### src/rtl/rf_wb_arbiter.sv
// rtl/rf_wb_arbiter.sv - round-robin writeback arbiter for the shared regfile write port (optional forwarding: RF_WB_FWD_EN)
module rf_wb_arbiter #(
    parameter int N_REQ = 3,
    parameter int AW    = 5,
    parameter int DW    = 32
) (
    input  logic                clk,
    input  logic                rst_n,
    input  logic [N_REQ-1:0]    req_valid,
    output logic [N_REQ-1:0]    req_ready,
    input  logic [N_REQ*AW-1:0] req_waddr,
    input  logic [N_REQ*DW-1:0] req_wdata,
    input  logic                wb_hold,
    output logic                rf_we,
    output logic [AW-1:0]       rf_waddr,
    output logic [DW-1:0]       rf_wdata,
    input  logic [AW-1:0]       rd_raddr1,
    input  logic [AW-1:0]       rd_raddr2,
    input  logic [DW-1:0]       rf_rdata1,
    input  logic [DW-1:0]       rf_rdata2,
    output logic [DW-1:0]       rd_data1,
    output logic [DW-1:0]       rd_data2
);

    localparam int PW = (N_REQ > 1) ? $clog2(N_REQ) : 1;

    logic [PW-1:0]    rr_ptr;
    logic [N_REQ-1:0] grant;
    logic [PW-1:0]    gnt_idx;
    logic             gnt_any;
    logic [AW-1:0]    sel_waddr;
    logic [DW-1:0]    sel_wdata;
    logic             xfer;

    // Scan requesters starting at rr_ptr and pick the first valid one; nothing is granted while held or in reset.
    always_comb begin
        logic [PW:0] pos;
        grant   = '0;
        gnt_idx = '0;
        gnt_any = 1'b0;
        pos     = '0;
        for (int k = 0; k < N_REQ; k++) begin
            pos = {1'b0, rr_ptr} + (PW+1)'(k);
            if (pos >= (PW+1)'(N_REQ)) begin
                pos = pos - (PW+1)'(N_REQ);
            end
            if (!gnt_any && !wb_hold && rst_n && req_valid[pos[PW-1:0]]) begin
                gnt_any                = 1'b1;
                gnt_idx                = pos[PW-1:0];
                grant[pos[PW-1:0]]     = 1'b1;
            end
        end
    end

    // Route the granted requester's address and data towards the output register.
    always_comb begin
        sel_waddr = '0;
        sel_wdata = '0;
        for (int i = 0; i < N_REQ; i++) begin
            if (grant[i]) begin
                sel_waddr = req_waddr[i*AW +: AW];
                sel_wdata = req_wdata[i*DW +: DW];
            end
        end
    end

    assign req_ready = grant;
    assign xfer      = |(req_valid & grant);

    // Pointer moves just past the requester that transferred, so every valid requester is served within N_REQ cycles.
    always_ff @(posedge clk or negedge rst_n) begin
        if (!rst_n) begin
            rr_ptr <= '0;
        end else if (xfer) begin
            rr_ptr <= (gnt_idx == PW'(N_REQ-1)) ? '0 : gnt_idx + PW'(1);
        end
    end

    // Registered regfile write; writes to x0 are consumed but never raise rf_we.
    always_ff @(posedge clk or negedge rst_n) begin
        if (!rst_n) begin
            rf_we    <= 1'b0;
            rf_waddr <= '0;
            rf_wdata <= '0;
        end else if (xfer) begin
            rf_we    <= (sel_waddr != '0);
            rf_waddr <= sel_waddr;
            rf_wdata <= sel_wdata;
        end else begin
            rf_we    <= 1'b0;
        end
    end

`ifdef RF_WB_FWD_EN
    // Bypass the in-flight write so consumers see it in the same cycle it is presented to the regfile.
    always_comb begin
        rd_data1 = rf_rdata1;
        rd_data2 = rf_rdata2;
        if (rf_we && (rf_waddr == rd_raddr1) && (rd_raddr1 != '0)) begin
            rd_data1 = rf_wdata;
        end
        if (rf_we && (rf_waddr == rd_raddr2) && (rd_raddr2 != '0)) begin
            rd_data2 = rf_wdata;
        end
    end
`else
    // Read data passes straight through; a new value is visible once the regfile has been written.
    always_comb begin
        rd_data1 = rf_rdata1;
        rd_data2 = rf_rdata2;
    end

    logic unused_raddr;
    assign unused_raddr = ^{rd_raddr1, rd_raddr2};
`endif

endmodule
### config.mk
export PLATFORM = sky130hd
export DESIGN_NAME = rf_wb_arbiter
export DESIGN_NICKNAME = d
export VERILOG_FILES = /design/src/rtl/rf_wb_arbiter.sv
export SDC_FILE = /design/constraint.sdc
export NUM_CORES = 1
export LEC_CHECK = 0
export CORE_ASPECT_RATIO = 1.5
export CORE_MARGIN = 2
export CORE_UTILIZATION = 25
export CTS_CLUSTER_SIZE = 24
export DETAILED_ROUTE_END_ITERATION = 16
export PLACE_DENSITY = 0.8
export SETUP_SLACK_MARGIN = 0.15
export SLEW_MARGIN = 25
export SYNTH_ARGS = -nofsm -noshare
export SYNTH_HDL_FRONTEND = slang
export SYNTH_SLANG_ARGS = --single-unit
### constraint.sdc
create_clock -name clk -period 2.4 [get_ports clk]
set_input_delay 0.36 -clock clk [delete_from_list [all_inputs] [get_ports clk]]
set_output_delay 0.36 -clock clk [all_outputs]
set_load 0.02 [all_outputs]
Word level (Yosys, flattened, before mapping) --
Cells that the tools add are included.
Cells by class: add/subtract/negate cells 6, equality and inequality tests 1, bitwise operators 3, reduce and logical (&&, ||, !) cells 16, order comparisons 9, mux-type cells 31
Operators by type and width (count):
- 2-to-1 mux 32 bit | 3
- 2-to-1 mux 5 bit | 3
- 2-to-1 mux 2 bit | 7
- logical AND 1 bit | 11
- less-than comparator 2 x 3 -> 1 bit, second input constant | 3
- 2-to-1 mux 1 bit | 9
- 2-to-1 mux 3 bit | 3
- binary-select mux 1 bit (select 2 bit) | 3
- demux 1 bit (select 2 bit) | 3
- greater-or-equal comparator 2 x 1 -> 1 bit, second input constant | 3
- greater-or-equal comparator 3 x 2 -> 1 bit, second input constant | 2
- bitwise OR 3 bit | 2
- subtractor 2 bit, second input constant | 3
- nonzero test 5 bit | 1
- adder 2 x 1 -> 3 bit, second input constant | 1
- adder 2 x 2 -> 3 bit, second input constant | 1
- bitwise AND 3 bit | 1
- logical NOT 1 bit | 3
- OR reduction 3 bit | 1
- adder 2 x 1 -> 2 bit, second input constant | 1
- equality test 2 bit, second input constant | 1
- greater-or-equal comparator 2 bit, second input constant | 1
Storage, ports and cells: word-level logic and storage cells 70, register bits after elaboration 40, output and inout port bits 105

Depth between registers and ports, before layout --
depth after elaboration 21, depth in mapped cells 15, gate-level depth less buffers 10

Worst setup path after synthesis --
OpenSTA, ideal clock, no wires.
path kind reg-to-reg, start reg rr_ptr[0], end reg rf_wdata[15], arrival time 2.505 ns, stages on the path, launching flop included 15, setup time 0.118 ns, path slack -0.223 ns, clock period less this slack 2.623 ns, path through dfrtp_1 inv_1 ha_1 buf_6 nor2b_1 o2bb2ai_2 a211oi_1 or3_1 buf_4 inv_4 a222oi_1 buf_4 buf_6 buf_4 a21o_1
RTL lines:
- start, declared | RTL line 27 | logic [PW-1:0] rr_ptr;
- start signal, assigned | RTL line 75 | rr_ptr <= (gnt_idx == PW'(N_REQ-1)) ? '0 : gnt_idx + PW'(1);
- branches (longest 15 deep; another with adder 2 x 1 -> 3 bit)
- 2-to-1 mux 3 bit * | RTL line 47 | if (!gnt_any && !wb_hold && rst_n && req_valid[pos[PW-1:0]]) begin
- net req_ready[2] | RTL line 10 | output logic [N_REQ-1:0] req_ready,
- bitwise AND 3 bit | RTL line 68 | assign xfer = |(req_valid & grant);
- OR reduction 3 bit | RTL line 68
- end signal, assigned | RTL line 88 | rf_wdata <= sel_wdata;
- end, declared | RTL line 16 | output logic [DW-1:0] rf_wdata,
Mark *: on every way through the listed nets, which the timed path passes. The select of a mux whose other input is x is not followed. A chain may end at the register's enable or synchronous reset.

Worst setup path in the final report --
start reg rr_ptr[0], end reg rf_wdata[23]
Between the ends: cells in the longest elaborated chain, start to end 19
RTL lines:
- branches (longest 15 deep; another with adder 2 x 1 -> 3 bit)
- 2-to-1 mux 3 bit * | RTL line 47
- 2-to-1 mux 32 bit (3 in a row) | RTL line 60 | if (grant[i]) begin
Mark *: on every way between the ends. The select of a mux whose other input is x is not followed.

==> results.cfg <==
[final_layout]
layout.nets = 714
fillers = 1113
areaGrowthSynthToFinish_pct = 77.6
drive_above_1_share = 0.265
diodes = 0

[timing]
fin_skew_ps = 10.3
report.final.slew_viol_count = 0
finalCritPeriodShare = 1.14
fin_ws_ps = -342
finalSetupViolCount = 43
tns_ps = -12370
rsz0062_at_grt = true
post-route-min-period_ps = 2740
tightest_slew_ps = 564
fmax_mhz = 365
hold_viol_final = 0
whs_ps = 212
relSlewSlack = 0.624

[yosys]
synth.cell_area_mm2 = 0.00313
synth_top_family_by_area = compound AO/OA/AOI/OAI gates
synth-async-reset-ratio = 1.00
ys.flop_type = dfrtp_1
ys_warn_count = 0
synth_seq_cells = 40
synth_cells = 379
synth_top_cell_by_area = dfrtp_1
synth.avg_cell_area_um2 = 8.26
netlist.area_leader.share = 0.320
synth_edf_count = 0
synth_fa_ha_area_frac = 0.0160
synthMuxAreaShare = 0.00639
yosys.area_share.simple = 0.194
synthDistinctLibCells = 40
synth_compound_area_frac = 0.245
ys_top_cells_by_area = dfrtp_1 (32%), buf_4 (17%), a311oi_1 (9.2%)
yosysMostFrequentCell = buf_4
netlist_top_cells_count = buf_4 (69), nand2_1 (48), dfrtp_1 (40)
synth_xor_area_frac = 0
yosysSeqAreaShare = 0.320
synth_nets = 574

[worst_setup_path]
cp.arrival_ps = 2970
crit_start = rr_ptr[0]
end_kind = flip-flop
r2r_start = rr_ptr[0]
cp.required_ps = 2630
critPathTopFamily = buffers and inverters
crit_path_start_kind = flip-flop
r2r_end = rf_wdata[23]
path_max_fanout = 7
ff2ff_path_depth = 14
crit_path_top_delay_cell = dfrtp_2
r2r_slack_ps = -340
slowest_delay_ps = 450
cp_cell_sequence = inv_2, ha_4, buf_6, nor2b_4, o2bb2ai_4, a211oi_2, or3_4, inv_8, a222oi_1, buf_4, buf_12, clkbuf_16, a311oi_1, a21o_1
worstSetupPathType = reg2reg
timing.critical_path.buf_inv = 6

[global_routing]
grt_usage = 0.165
gr-total-overflow = 0
grt_pass1_vias = 3536
grt_pass1_wl_um = 17100
grt_max_degree = 42
antenna_found_initial = 0

[cts]
clock-sinks = 40
clk_pin_slew_worst_paths_ps = 70
clock_path_buffers = 2
cts_root_buf = clkbuf_16
clk_latency_ps = 290
cts_buffers = 5
h-tree-depth = 2
cts_tree = done

[die]
die-area_mm2 = 0.0135
io_pins = 296
core_area_mm2 = 0.0123
initial_utilization = 0.254
die_h_um = 141
fp.dieW_um = 95.4
num_rows = 50

[detailed_routing]
vias = 3444
wirelength_um = 11800
drtIter0Drc = 117
drc = 0
ant_nets = 0
wl_per_cell_um = 17.5
drt-vias-per-instance = 5.09
dr.pass1.iters = 4

[pwr]
ir_drop_v = 0.000343
pwr_density_cell_mw_per_mm2 = 1010
power.leakage_uw = 0.00240

[place]
gp_congestion = 0.827
io_buffers = 157
hpwlAfterDp_um = 8260

[min_path]
hold_class = in2async

[run_status]
violations = setup timing
status = complete, but fails checks

[job]
cap_viol_max_count = 0
metal layers:
| metal | vias to the layer above | GRT usage | wire, um |
|---|---|---|---|
| met2 | 141 | 0.301 | 6340 |
| li1 | 1565 | - | - |
| met4 | 0 | 0.129 | 760 |
| met5 | - | 0 | 0 |
| met1 | 1669 | 0.156 | 4010 |
| met3 | 69 | 0.0321 | 707 |
where the power goes:
part           total [uW]  switching [uW]  internal (uW)
clock network         658             275            383
logic                3850            1750           2100
registers            1120             172            952
area by class of cell:
class	instances	area [um2]	share of cell area
clock buffer	5	125	0.0225
tap	156	195	0.0351
sequential	40	1000	0.180
multi-input combinational	239	1760	0.317
timing repair buffer	228	2420	0.436
clock inverter	3	18.8	0.00338
inverter	5	31.3	0.00563
cells by family (layout without fill, tap and decap cells):
logic type,count (synthesis),after routing
AO/OA/AOI/OAI,98,98
adder cells (fa/ha/maj),4,4
buffers and inverters,100,241
flip-flops,40,40
multiplexers,2,2
AND/OR/NAND/NOR,135,135
placed cells by master, fill, tap and decap left out, types with 5 or more instances in the layout:
master	synthesis	layout
clkdlybuf4s50_1	0	151
nand2_1	48	43
dfrtp_1	40	39
buf_4	69	36
a21o_1	34	34
nand3_1	33	33
nor2_1	34	31
buf_6	5	21
a311oi_2	0	19
a311oi_1	33	13
buf_12	0	8
clkbuf_16	0	7
nand2b_1	6	6
nand2_2	0	5
flip-flops by register name (all words and copies together), names as in the netlist:
name and flops:
rf_we 1, rr_ptr 2, rf_waddr 5, rf_wdata 32
worst max-delay path by stage:
| stage | cells past startpoint | to | slack (ps) |
|---|---|---|---|
| 2_1_floorplan | 14 | rf_wdata[22] | -140 |
| 3_3_place_gp | 7 | req_ready[0] | -770 |
| 3_5_place_dp | 11 | rf_wdata[28] | -800 |
| 4_1_cts | 14 | rf_wdata[0] | -320 |
| 5_1_grt | 12 | rf_we | -430 |
| 6_report | 14 | rf_wdata[23] | -340 |
repair_timing:
action / 4_1_cts / 5_1_grt
setup endpoints to repair: 43 / 43
pin swaps: 11 / 11
hold buffers: 0 / 0
setup buffers: 19 / 1
resized for setup: 53 / 41
cloned: 5 / 2
metrics by stage:
| stage | power [uW] | area (um2) | util | cells | worst slack, ps |
|---|---|---|---|---|---|
| after floorplan | 2900 | 3240 | - | 379 | -138 |
| after global placement | 4010 | 4690 | 0.380 | 641 | -766 |
| after detailed placement | 4080 | 4690 | 0.380 | 641 | -800 |
| after CTS | 5440 | 5340 | 0.433 | 673 | -321 |
| after global routing | 5970 | 5560 | 0.451 | 676 | -434 |
| final | 5640 | 5560 | 0.451 | 676 | -342 |
No activity file was read; power rests on OpenSTA's default activity.
